`src/rtl/sound_pkg.sv`:
```
// Shared definitions for the sound frame sequencer and its channel status logic.
// Latency: n/a (constants and types only).
// Backpressure: n/a.
package sound_pkg;

    localparam int NUM_CHANNELS = 4;

    localparam int CH_SQ1   = 0;
    localparam int CH_SQ2   = 1;
    localparam int CH_WAVE  = 2;
    localparam int CH_NOISE = 3;

    // 4.194304 MHz system clock / 512 Hz frame-sequencer rate
    localparam int DEFAULT_CLK_DIV = 8192;

    typedef logic [2:0] seq_step_t;

    localparam seq_step_t SWEEP_STEP_A = 3'd2;
    localparam seq_step_t SWEEP_STEP_B = 3'd6;
    localparam seq_step_t ENV_STEP     = 3'd7;

endpackage

```
`src/rtl/frame_prescaler.sv`:
```
// Divides system_clock down to the frame-sequencer step rate; emits a wrap pulse every CLK_DIV enabled cycles.
// Latency: wrap is combinational from the counter state (high during the last count of each period).
// Backpressure: none; clear holds the counter at zero and suppresses wrap.
module frame_prescaler #(
    parameter int CLK_DIV = 8192,
    parameter int PRESC_W = $clog2(CLK_DIV)
) (
    input  logic system_clock,
    input  logic reset,
    input  logic enable,
    input  logic clear,
    output logic wrap
);

    localparam logic [PRESC_W-1:0] LAST_COUNT = PRESC_W'(CLK_DIV - 1);

    logic [PRESC_W-1:0] count_q;

    // Wrap fires on the final count of each period, only while counting is enabled
    always_comb begin
        wrap = enable && !clear && (count_q == LAST_COUNT);
    end

    // Free-running modulo-CLK_DIV counter with synchronous clear
    always_ff @(posedge system_clock or negedge reset) begin
        if (!reset) begin
            count_q <= '0;
        end else if (clear) begin
            count_q <= '0;
        end else if (enable) begin
            if (wrap) begin
                count_q <= '0;
            end else begin
                count_q <= count_q + PRESC_W'(1);
            end
        end
    end

endmodule

```
`src/rtl/sound_frame_sequencer.sv`:
```
// Frame sequencer: 512 Hz step generator issuing length/sweep/envelope strobes, plus NR52 channel on/off status.
// Latency: strobes one cycle after prescaler wrap; channel_restart and channel_on update one cycle after the event.
// Backpressure: none, all outputs are fire-and-forget. Define SOUND_SWEEP_OVERFLOW_EN to add the sweep_overflow input.
module sound_frame_sequencer
    import sound_pkg::*;
#(
    parameter int CLK_DIV = DEFAULT_CLK_DIV,
    parameter int PRESC_W = $clog2(CLK_DIV)
) (
    input  logic                    system_clock,
    input  logic                    reset,
    input  logic                    master_enable,
    input  logic [NUM_CHANNELS-1:0] trigger,
    input  logic [NUM_CHANNELS-1:0] dac_enable,
    input  logic [NUM_CHANNELS-1:0] length_expire,
`ifdef SOUND_SWEEP_OVERFLOW_EN
    input  logic                    sweep_overflow,
`endif
    output logic                    length_tick,
    output logic                    sweep_tick,
    output logic                    envelope_tick,
    output logic [NUM_CHANNELS-1:0] channel_restart,
    output logic [NUM_CHANNELS-1:0] channel_on
);

    logic                    step_wrap;
    seq_step_t               step_q;
    logic [NUM_CHANNELS-1:0] off_event;

    frame_prescaler #(
        .CLK_DIV (CLK_DIV),
        .PRESC_W (PRESC_W)
    ) u_prescaler (
        .system_clock (system_clock),
        .reset        (reset),
        .enable       (master_enable),
        .clear        (!master_enable),
        .wrap         (step_wrap)
    );

    // Low-priority switch-off events: length expiry, plus square1 sweep overflow when enabled
    always_comb begin
        off_event = length_expire;
`ifdef SOUND_SWEEP_OVERFLOW_EN
        off_event[CH_SQ1] = length_expire[CH_SQ1] | sweep_overflow;
`endif
    end

    // Step counter and tick strobes decoded from the step being left on each wrap
    always_ff @(posedge system_clock or negedge reset) begin
        if (!reset) begin
            step_q        <= '0;
            length_tick   <= 1'b0;
            sweep_tick    <= 1'b0;
            envelope_tick <= 1'b0;
        end else if (!master_enable) begin
            step_q        <= '0;
            length_tick   <= 1'b0;
            sweep_tick    <= 1'b0;
            envelope_tick <= 1'b0;
        end else if (step_wrap) begin
            step_q        <= step_q + 3'd1;
            length_tick   <= ~step_q[0];
            sweep_tick    <= (step_q == SWEEP_STEP_A) || (step_q == SWEEP_STEP_B);
            envelope_tick <= (step_q == ENV_STEP);
        end else begin
            length_tick   <= 1'b0;
            sweep_tick    <= 1'b0;
            envelope_tick <= 1'b0;
        end
    end

    // Restart pulse mirrors each trigger one cycle later; DAC state does not suppress it
    always_ff @(posedge system_clock or negedge reset) begin
        if (!reset) begin
            channel_restart <= '0;
        end else if (!master_enable) begin
            channel_restart <= '0;
        end else begin
            channel_restart <= trigger;
        end
    end

    // Per-channel status: power-off beats trigger, trigger beats expiry, otherwise hold
    always_ff @(posedge system_clock or negedge reset) begin
        if (!reset) begin
            channel_on <= '0;
        end else begin
            for (int i = 0; i < NUM_CHANNELS; i++) begin
                if (!master_enable || !dac_enable[i]) begin
                    channel_on[i] <= 1'b0;
                end else if (trigger[i]) begin
                    channel_on[i] <= 1'b1;
                end else if (off_event[i]) begin
                    channel_on[i] <= 1'b0;
                end
            end
        end
    end

endmodule

```
`config.mk`:
```
export PLATFORM = sky130hd
export DESIGN_NAME = sound_frame_sequencer
export DESIGN_NICKNAME = d
export VERILOG_FILES = /design/src/rtl/sound_pkg.sv /design/src/rtl/frame_prescaler.sv /design/src/rtl/sound_frame_sequencer.sv
export SDC_FILE = /design/constraint.sdc
export NUM_CORES = 1
export LEC_CHECK = 0
export ABC_AREA = 1
export CELL_PAD_IN_SITES_DETAIL_PLACEMENT = 2
export CELL_PAD_IN_SITES_GLOBAL_PLACEMENT = 2
export CORE_ASPECT_RATIO = 1.1
export CORE_MARGIN = 3
export CORE_UTILIZATION = 29
export CTS_CLUSTER_DIAMETER = 30
export DETAILED_ROUTE_END_ITERATION = 10
export PLACE_DENSITY = 0.74
export REMOVE_ABC_BUFFERS = 1
export SYNTH_ARGS = -nofsm -noshare
export SYNTH_HDL_FRONTEND = slang
export SYNTH_SLANG_ARGS = --single-unit
```
`constraint.sdc`:
```
create_clock -name system_clock -period 2 [get_ports system_clock]
set_clock_uncertainty 0.15 [all_clocks]
set_input_delay 0.2 -clock system_clock [delete_from_list [all_inputs] [get_ports system_clock]]
set_output_delay 0.2 -clock system_clock [all_outputs]
set_load 0.05 [all_outputs]
```
==> results.toml <==
[logic_synthesis]
synth_warnings = 0
seq_area_frac_synth = 0.525
syn-cell-area_um2 = 1290
synth_most_common_cell = "nand2_1"
avgSynthCellArea_um2 = 8.25
synth_adder_area_share = 0.0389
netlist_instances = 156
yosys.area_share.simple = 0.308
synth_top_area_share = 0.525
synth_top_family_by_area = "simple AND/OR/NAND/NOR gates"
yosys_register_bits = 27
synth_mux_area_frac = 0
synth_cell_types = 18
synth_area_leaders = "dfrtp_1 52%, nand2_1 11%, inv_1 7.6%"
yosysTopAreaCell = "dfrtp_1"
synth_commonest_cells = "38 x nand2_1, 27 x dfrtp_1, 26 x inv_1"
synth_xor_xnor_area_share = 0.0272
synth_top_flop_cell = "dfrtp_1"
async_reset_ff_frac = 1.00
synth_compound_area_frac = 0.0155
synth_edf_count = 0

[clocking]
ctsResizeCount = 0
cts_buffer_depth = 2
clkTransAtPathRegs_ns = 0.09
cts_tree = "yes"
cts_hold_buf = 0
cts_root_buf = "clkbuf_8"
h-tree-depth = 1
clock_sinks = 27
cts-buffers-inserted = 3
clock_latency_ns = 0.27
cts_setup_buffers = 0

[timing]
fin_tns_setup_ns = 0
hold_violations = 0
finalSetupViolations = 0
max_slew_margin = 0.652
fmax_mhz = 553
post-route-min-period_ns = 1.81
rsz0062_at_grt = "no"
fin_crit_sh = 0.905
final_max_slew_viol_count = 0
worst_pin_slew_ns = 0.520

[setup_path]
critPathArrivalTime_ns = 1.46
crit_chain = "clkdlybuf4s50_1"
path_class = "reg2out"
cp_slowest_stage_delay_ns = 0.82
reg2reg_depth = 8
crit_path_end_kind = "output pin"
setup.worst_path.start_class = "flop"
path_depth = 1
crit_buf_inv = 1
crit_fanout = 2
worstPathRequired_ns = 1.65
crit_family = "buffers and inverters"
crit_slowest_cell = "clkdlybuf4s50_1"

[pwr]
pwr-share-comb = 0.119
power_frac_clock = 0.319
pwr-share-seq = 0.562
ir_drop_uv = 276
p_leak_nw = 0.790
switching_power_mw = 0.257
swShare = 0.255
intPower_mw = 0.751
p_per_area_nw_per_um2 = 611

[global_route]
grt_start_max_net_pins = 28
grt_pass1_wl_um = 5640
grtUsageTotal = 0.134
grt_antenna_before_repair = 0
grt_overflow = 0
grt_pass1_vias = 1256

[final_layout]
num-fill-cells = 479
fin_area_um2 = 1650
multiInputGateArea_um2 = 502
antenna_cells = 0
area_delta_synth_final_pct = 28.2
drive_above_1_share = 0.0703
fin_nets = 205
seqCellArea_um2 = 676

[detailed_routing]
drtPass1Iterations = 3
drc = 0
drt_wl_total_um = 3240
via_per_inst = 4.64
post_drt_wl_per_cell_um = 13.7
num_vias = 1099
ant_nets = 0
drtIter0Drc = 30

[placement]
dp_hpwl_um = 2540
gp_congestion = 0.776
port_buffers = 25
place_area_um2 = 1610

[floorplanning]
start_util = 0.313
die_x_um = 69.5
core_um2 = 4110
die_h_um = 75.9
io_pins = 26
die-area_um2 = 5280
num_rows = 24

[status]
status = "finished, final reports clean"

[worst_hold_path]
hold_class = "in2async"

[flow_run]
max_cap_violations = 0
==> cells by family after synthesis <==
family,count (synthesis)
AND/OR/NAND/NOR,89
buffers and inverters,28
flip-flops,27
AO/OA/AOI/OAI,4
XOR/XNOR,4
adder cells (fa/ha/maj),4
==> final cells by class <==
type,instances,area share
Clock buffer,4,0.0273
Inverter,26,0.0591
Multi-Input combinational cell,101,0.304
Tap cell,52,0.0394
Sequential cell,27,0.409
Timing Repair Buffer,27,0.161
==> state kept, by name, indices dropped and copies added (netlist names) <==
signal	cells
u_prescaler.count_q	13
step_q	3
envelope_tick	1
channel_on	4
length_tick	1
sweep_tick	1
channel_restart	4
==> layout by cell type, fill, tap and decap left out, drive strengths merged <==
cell type / count
xnor2: 3
ha: 4
nor3b: 1
nand4: 2
a21oi: 4
clkbuf: 4
buf: 2
nor3: 1
nor2: 30
nand3: 14
dfrtp: 27
clkdlybuf4s50: 25
inv: 26
nand2: 41
xor2: 1
==> power groups by stage <==
stage | combinational, mW | clock, mW | sequential (mW)
final | 0.120 | 0.322 | 0.566
after detailed placement | 0.124 | 0 | 0.577
after global routing | 0.133 | 0.352 | 0.568
after global placement | 0.118 | 0 | 0.576
after CTS | 0.124 | 0.332 | 0.567
after floorplan | 0.0240 | 0 | 0.603
==> per-layer routing <==
layer  wire length (um)  global-route usage  part of all wire
met1               1350               0.148              0.42
met2               1700               0.258              0.52
met3                152              0.0264             0.047
met4                 39              0.0521             0.012
met5                  0                   0                 0
==> path summary, 6_finish.rpt <==
kind | from | endpoint | slack, ns
max in group asynchronous | reset | u_prescaler.count_q[5]$_DFF_PN0_ | 1.28
max reg2reg | u_prescaler.count_q[0]$_DFF_PN0_ | u_prescaler.count_q[0]$_DFF_PN0_ | 0.38
max | channel_on[1]$_DFFE_PN0P_ | channel_on[1] | 0.19
min reg2reg | channel_on[3]$_DFFE_PN0P_ | channel_on[3]$_DFFE_PN0P_ | 0.39
min | reset | u_prescaler.count_q[9]$_DFF_PN0_ | 0.14
min in group system_clock | dac_enable[3] | channel_on[3]$_DFFE_PN0P_ | 0.31
==> stage by stage <==
step,hold slack (ns),util,setup slack [ns],power [mW],cells
3_5_place_dp,0.365,0.390,0.387,0.701,233
3_3_place_gp,0.348,0.390,0.433,0.694,233
5_1_grt,0.179,0.401,0.122,1.05,237
6_report,0.145,0.401,0.190,1.01,237
4_1_cts,0.158,0.401,0.166,1.02,237
2_1_floorplan,-0.246,-,0.559,0.627,154
No activity file was read; power rests on OpenSTA's default activity.
